==> config.mk <==
export PLATFORM = sky130hd
export DESIGN_NAME = prog_loader
export DESIGN_NICKNAME = d
export VERILOG_FILES = /design/src/rtl/prog_loader.sv
export SDC_FILE = /design/constraint.sdc
export NUM_CORES = 1
export LEC_CHECK = 0
export CORE_ASPECT_RATIO = 1.2
export CORE_MARGIN = 1
export CORE_UTILIZATION = 52
export CTS_BUF_LIST = sky130_fd_sc_hd__clkbuf_4 sky130_fd_sc_hd__clkbuf_8
export CTS_CLUSTER_SIZE = 12
export DETAILED_ROUTE_END_ITERATION = 16
export PLACE_DENSITY = 0.79
export SLEW_MARGIN = 20
export SYNTH_ARGS = -nofsm -noshare
export SYNTH_HDL_FRONTEND = slang
export SYNTH_SLANG_ARGS = --single-unit
==> constraint.sdc <==
create_clock -name clk -period 2.58 [get_ports clk]
set_input_delay 0.645 -clock clk [delete_from_list [all_inputs] [get_ports clk]]
set_output_delay 0.645 -clock clk [all_outputs]
set_load 0.005 [all_outputs]
==> src/rtl/prog_loader.sv <==
// prog_loader: assembles little-endian words from a byte stream and writes them into instruction memory.
// Optional trailing XOR checksum byte enabled by defining PROG_LOADER_CHECKSUM_EN.
module prog_loader #(
    parameter int ADDR_W    = 14,
    parameter int BASE_ADDR = 0,
    parameter int DEPTH     = 16384
) (
    input  logic              clk,
    input  logic              rst,
    input  logic [7:0]        rx_data,
    input  logic              rx_valid,
    output logic              rx_ready,
    input  logic              start,
    output logic              imem_we,
    output logic [ADDR_W-1:0] imem_addr,
    output logic [31:0]       imem_wdata,
    output logic              done,
    output logic              err,
    output logic [31:0]       words_loaded
);
`ifdef PROG_LOADER_CHECKSUM_EN
    typedef enum logic [2:0] {S_HDR, S_LOAD, S_CSUM, S_DONE, S_ERR} state_t;
    localparam state_t S_END = S_CSUM;
`else
    typedef enum logic [1:0] {S_HDR, S_LOAD, S_DONE, S_ERR} state_t;
    localparam state_t S_END = S_DONE;
`endif
    localparam logic [31:0] MAX_N = 32'(DEPTH - BASE_ADDR);

    state_t              r_state, w_next;
    logic [1:0]          r_bidx;
    logic [23:0]         r_word;
    logic [31:0]         r_n, r_cnt, r_wdata;
    logic                r_we;
    logic [ADDR_W-1:0]   r_addr;
    logic [31:0]         w_word;
    logic                w_acc, w_wend, w_last;
`ifdef PROG_LOADER_CHECKSUM_EN
    logic [7:0]          r_csum;
`endif

    assign rx_ready     = rst && r_state != S_DONE && r_state != S_ERR;
    assign done         = r_state == S_DONE;
    assign err          = r_state == S_ERR;
    assign imem_we      = r_we;
    assign imem_addr    = r_addr;
    assign imem_wdata   = r_wdata;
    assign words_loaded = r_cnt;
    assign w_acc        = rx_valid && rx_ready && !start;
    assign w_word       = {rx_data, r_word};
    assign w_wend       = w_acc && r_bidx == 2'd3;
    assign w_last       = r_cnt + 32'd1 == r_n;

    // state register
    always_ff @(posedge clk or negedge rst) begin
        if (!rst) r_state <= S_HDR;
        else      r_state <= w_next;
    end

    // next-state: header decides load/done/error, last word or checksum closes the stream
    always_comb begin
        w_next = r_state;
        if (start) w_next = S_HDR;
        else case (r_state)
            S_HDR:  if (w_wend) w_next = (w_word == 32'd0) ? S_END : (w_word > MAX_N) ? S_ERR : S_LOAD;
            S_LOAD: if (w_wend && w_last) w_next = S_END;
`ifdef PROG_LOADER_CHECKSUM_EN
            S_CSUM: if (w_acc) w_next = (rx_data == r_csum) ? S_DONE : S_ERR;
`endif
            default: ;
        endcase
    end

    // byte assembly, header capture and the one-cycle write strobe
    always_ff @(posedge clk or negedge rst) begin
        if (!rst) begin
            r_bidx  <= 2'd0;
            r_word  <= 24'd0;
            r_n     <= 32'd0;
            r_cnt   <= 32'd0;
            r_we    <= 1'b0;
            r_wdata <= 32'd0;
            r_addr  <= ADDR_W'(BASE_ADDR);
        end else begin
            r_we <= 1'b0;
            if (start) begin
                r_bidx <= 2'd0;
                r_cnt  <= 32'd0;
            end else if (w_acc) begin
                r_bidx <= r_bidx + 2'd1;
                r_word <= w_word[31:8];
                if (r_state == S_HDR && r_bidx == 2'd3) r_n <= w_word;
                if (r_state == S_LOAD && r_bidx == 2'd3) begin
                    r_we    <= 1'b1;
                    r_wdata <= w_word;
                    r_addr  <= ADDR_W'(32'(BASE_ADDR) + r_cnt);
                    r_cnt   <= r_cnt + 32'd1;
                end
            end
        end
    end

`ifdef PROG_LOADER_CHECKSUM_EN
    // running XOR of payload bytes, cleared on restart
    always_ff @(posedge clk or negedge rst) begin
        if (!rst)                           r_csum <= 8'd0;
        else if (start)                     r_csum <= 8'd0;
        else if (w_acc && r_state == S_LOAD) r_csum <= r_csum ^ rx_data;
    end
`endif
endmodule

# Word level (Yosys, flattened, before mapping)

Cells that the tools add are included.

Add/sub/neg operators: 2
Multiply operators: 0
Divide/modulo/power cells: 0
$lt $le $gt $ge: 1
Equality and inequality tests: 9
Shift operators: 0
Mux-type cells: 14
Bitwise gates (word level): 1
Reductions and logical operators: 19

Operators with widths:

| operator                                                                          | count |
|---|---|
| 32-bit 2-to-1 mux                                                                 | 3 |
| 32-bit by 1-bit adder with 32-bit output, second input constant                   | 1 |
| 32-bit equality test                                                              | 1 |
| 32-bit by 15-bit greater-than comparator with 1-bit output, second input constant | 1 |
| 32-bit zero test                                                                  | 1 |
| 2-bit 2-to-1 mux                                                                  | 7 |
| 3-bit AND reduction                                                               | 3 |
| 1-bit logical AND                                                                 | 8 |
| 2-bit equality test, second input constant                                        | 3 |
| 3-bit != test, second input constant                                              | 2 |
| 2-bit != test, second input constant                                              | 2 |
| 2-bit one-hot mux with 2 select lines                                             | 1 |
| 2-bit AND reduction                                                               | 2 |
| 2-bit nonzero test                                                                | 2 |
| 1-bit 2-to-1 mux                                                                  | 3 |
| 3-bit nonzero test                                                                | 1 |
| 2-bit by 1-bit adder with 2-bit output, second input constant                     | 1 |
| 2-bit by 1-bit equality test with 1-bit output, second input constant             | 1 |
| 2-bit zero test                                                                   | 1 |
| 1-bit zero test                                                                   | 1 |
| 1-bit NOT                                                                         | 1 |

Flip-flop bits (word level): 139
Latch bits: 0
RAM bits: 0
Memory bits (read-only): 0
Bits of input ports: 12
Output and inout bits: 82
Word-level logic and storage cells: 54
Memories kept: 0

# Longest topological paths before layout

Depth after elaboration: 10
Mapped depth: 11
Gate-level depth less buffers: 9

# Worst setup path before layout

No wires, ideal clock.

Kind: input to register
From: input port start
To: register r_state[0]
Setup time: 136 ps
Data arrival time: 2382 ps
Required time: 2444 ps
Slack: 62 ps
Stages: 9
Buffers on the path: 1
Path through: nor4bb_1 clkbuf_1 nand4_1 a2111oi_0 o211a_1 nand4_1 nor4_4 a41o_2 a21oi_1

Longest elaborated chain between the ends: 6
Elaborated cells on any way between the ends: 9
Classes of those cells: 2 x eq/ne; 1 x mux; 6 x reduce/logical

Ends and longest elaborated chain:

| item                                 | line | source |
|---|---|---|
| from (decl)                          | 13   | `input logic start,` |
| 1-bit zero test                      | 49   | `assign w_acc = rx_valid && rx_ready && !start;` |
| 1-bit logical AND                    | 49   |  |
| 1-bit logical AND                    | 51   | `assign w_wend = w_acc && r_bidx == 2'd3;` |
| 1-bit logical AND                    | 66   | `S_LOAD: if (w_wend && w_last) w_next = S_END;` |
| 3-bit != test (no source line)       | n/a  |  |
| 3-bit AND reduction (no source line) | n/a  |  |
| to (signal assigned)                 | 57   | `else r_state <= w_next;` |
| to (decl)                            | 30   | `state_t r_state, w_next;` |

Parallel ways exist; a longest one is shown, timed or not.
A chain may end at the register's enable or synchronous reset.

# Worst setup path in the final report

From: register r_cnt[4] (netlist: words_loaded[4])
To: register r_state[0]

Longest elaborated chain between the ends: 5

Ends and longest elaborated chain:

| item                                     | line | source |
|---|---|---|
| from (decl)                              | 33   | `logic [31:0] r_n, r_cnt, r_wdata;` |
| from (signal assigned)                   | 97   | `r_cnt <= r_cnt + 32'd1;` |
| 32-bit by 1-bit adder with 32-bit output | 52   | `assign w_last = r_cnt + 32'd1 == r_n;` |
| 32-bit equality test                     | 52   |  |
| 1-bit logical AND                        | 66   |  |
| 3-bit != test (no source line)           | n/a  |  |
| 3-bit AND reduction (no source line)     | n/a  |  |

Every way passes these cells.

==> results.md <==
- Status: completed
- Largest net degree at the start of global routing: 75
- Synth unique cells: 65
- Final Hold Fails: 0
- DRT Wirelength: roughly 18 mm
- Worst Path Max Fanout: 5
- Global route overflow: 0
- Starting density of the core: 0.5385
- Startpoint Class: register
- Hold bufs inserted after CTS: 0
- Synth Instances: approximately 600
- CP Capture Type: register
- Routability cong.: roughly 0.93
- Rel. slew slack: 0.3923
- Initial antenna violation count: 0
- WP data arrival: 2.83 ns
- Via count: 5419
- Netlist Area Pre-Place: 6883 sq um
- Power Dens Cells: about 560 nW/um^2
- Ys Warns: 0
- Number of global-route vias before repair: around 5400
- GR Util All Layers: 0.2721
- # placed instances: around 880
- Worst hold path type: input pin to asynchronous set/reset pin
- Die X: approximately 110 microns
- RSZ-0062 raised after global routing: yes
- Mapped Avg Cell Area: between 10 and 15 sq um
- Final Cycle Share: 0.9734
- N_diodes: 0
- Number of buffers created by CTS: 17
- Critical path class: register to register
- Sequential area share after synthesis: 0.5054
- Synth-to-Final Area Change: 32.43%
- Rows: 45
- Root cell of the clock tree: clkbuf_8
- Total die area: between 10000 and 15000 sq um
- Post-synth top area share: 0.5054
- Ys flop type: dfrtp_1
- Vias per std cell: around 5.8
- Synth area leaders: dfrtp_1 51%, mux2_2 17%, xnor2_1 3.9%
- First-pass GRT wire length: 28.26 mm
- Pins over their slew limit: 0
- Max cap viols: 0
- Nets: 768
- 1st-pass router iterations: 5
- Cell taking the most area after synthesis: dfrtp_1
- Yosys reg bits: ~140
- Non-filler cells, final: just over 900
- Die H: approximately 130 microns
- Fin Setup TNS: 0 ns
- H-tree Lvls: 4
- First DRT Iteration DRCs: between 300 and 400
- Clk_skew: about 0.016 ns
- Setup violations, final: 0
- Clk slew on worst S/H paths: about 0.080 ns
- DRC viols: 0
- Met1 Track Usage GR: 0.3526
- CORE AREA: between 10000 and 15000 sq um
- Layout cells sized above 1: 0.3407
- I/O pins: 94
- CTS tree: built
- Clk sinks: approximately 140
- Remaining antenna violation count: 0
- Final worst slack: 0.06852 ns
- Layer carrying the most global-route usage: met2
- Syn Nets: just over 600
- Grt met2 use: 0.4486
- Synth async-reset ratio: 1.000
- Worst path required time: slightly below 3 ns
- PortBufs: between 90 and 100
- Synth cell count leaders: 139 x dfrtp_1, 103 x mux2_2, 43 x nor2_1
- Worst skew pair latency: roughly 0.46 ns
- Pleak: roughly 4.1 nW
- FF-to-FF setup slack: roughly 0.069 ns
- Worst vdd ir: 0.0006162 V
- Met3 GRT Util: 0.04575
- Slew @ Worst Pin: 0.9115 ns
- Post-synth EDFFs: 0
- Clock Path Buffers: 2
- Dpl hpwl: about 13 mm
- Pre-CTS setup slack: -0.5262 ns
- Drt wl/cell: ~19 microns
- Fmax: 398.2 MHz
- Most frequent cell after synthesis: dfrtp_1
- Min Tclk post-route: around 2.5 ns
## per-stage QoR
| step | total power [W] | cell area [sq um] | hold WS (ns) | util |
|---|---|---|---|---|
| detailed placement | 0.002890 | 8349 | 0.4945 | 0.6533 |
| global placement | 0.002861 | 8349 | 0.4885 | 0.6533 |
| global route | 0.005209 | 9115 | 0.1433 | 0.7132 |
| CTS | 0.005075 | 8848 | 0.1288 | 0.6923 |
| floorplan | 0.002674 | 6883 | 0.3494 | - |
| finish | 0.005063 | 9115 | 0.1333 | 0.7132 |
## sequential cells by signal (all words and copies together) (netlist names)
name and flops:
imem_addr 14, r_state 2, r_n 32, words_loaded 32, r_word 24, r_bidx 2, imem_wdata 32, imem_we 1
## cell usage in the layout, fill, tap and decap left out, drive strengths merged, types with 11 or more instances in the layout
cell	Yosys	routed
nand3	20	20
nor4	14	14
dfrtp	139	139
nand2	31	31
clkbuf	22	19
xor2	29	29
xnor2	31	31
nand4	18	18
o21ai	16	16
nor2	43	43
or3	11	11
nor3	19	19
mux2	103	103
clkdlybuf4s50	0	92
buf	16	86
a21oi	15	15
## worst max-delay path: stages (launching register included)
cell and delay (ns):
dfrtp_1 0.42, buf_4 0.13, nand3_1 0.11, or2_4 0.32, nor4_4 0.15, xnor2_1 0.11
or4_4 0.56, nor4_4 0.29, a41o_2 0.23, a21oi_2 0.05
## power by group
group,internal (W),leakage (nW),switching (W)
combinational,0.000179,1.95,0.000153
sequential,0.00232,1.88,0.000206
clock,0.00131,0.245,0.000899
total,0.00381,4.07,0.00126
## routing by layer
| layer | vias up | part of all wire |
|---|---|---|
| li1 | 2462 | - |
| met2 | 176 | 0.51 |
| met1 | 2746 | 0.42 |
| met5 | - | 0 |
| met3 | 35 | 0.049 |
| met4 | 0 | 0.027 |
## area by class of cell
| cell class | instances | area [sq um] |
|---|---|---|
| inverters | 6 | 22.52 |
| clock inverters | 12 | 234.0 |
| multi-input cells | 412 | 3301 |
| clock buffers | 19 | 261.5 |
| repair buffers | 178 | 1603 |
| well taps | 164 | 205.2 |
| fillers | 910 | 3666 |
| flip-flops and latches | 139 | 3488 |
## logic make-up (layout without fill, tap and decap cells)
family,after synthesis,after routing,share of synthesized area
and+or+nand+nor,185,185,0.1509
DFF,139,139,0.5054
muxes,108,108,0.1758
xor gates and xnor gates,60,60,0.07635
AOI/OAI and AO/OA,57,57,0.05472
buffers and inverters,44,215,0.03327
adders and majority gates,2,2,0.003635
## worst paths after layout
path,cells past startpoint,startpoint,to
min in group clk,1,imem_wdata[30],imem_wdata[30]
max in group asynchronous,4,rst,words_loaded[11]
worst min-delay path,2,rst,imem_wdata[24]
worst min register to register,1,imem_wdata[30],imem_wdata[30]
worst max register to register,9,words_loaded[4],r_state[0]
worst max-delay path,9,words_loaded[4],r_state[0]
## what timing repair did
action,CTS,global route
hold endpoints to repair,0,0
buffers inserted,0,20
resized for setup,2,30
pin swaps,0,20
setup endpoints to repair,2,2
Power figures use the tool's default switching activity.
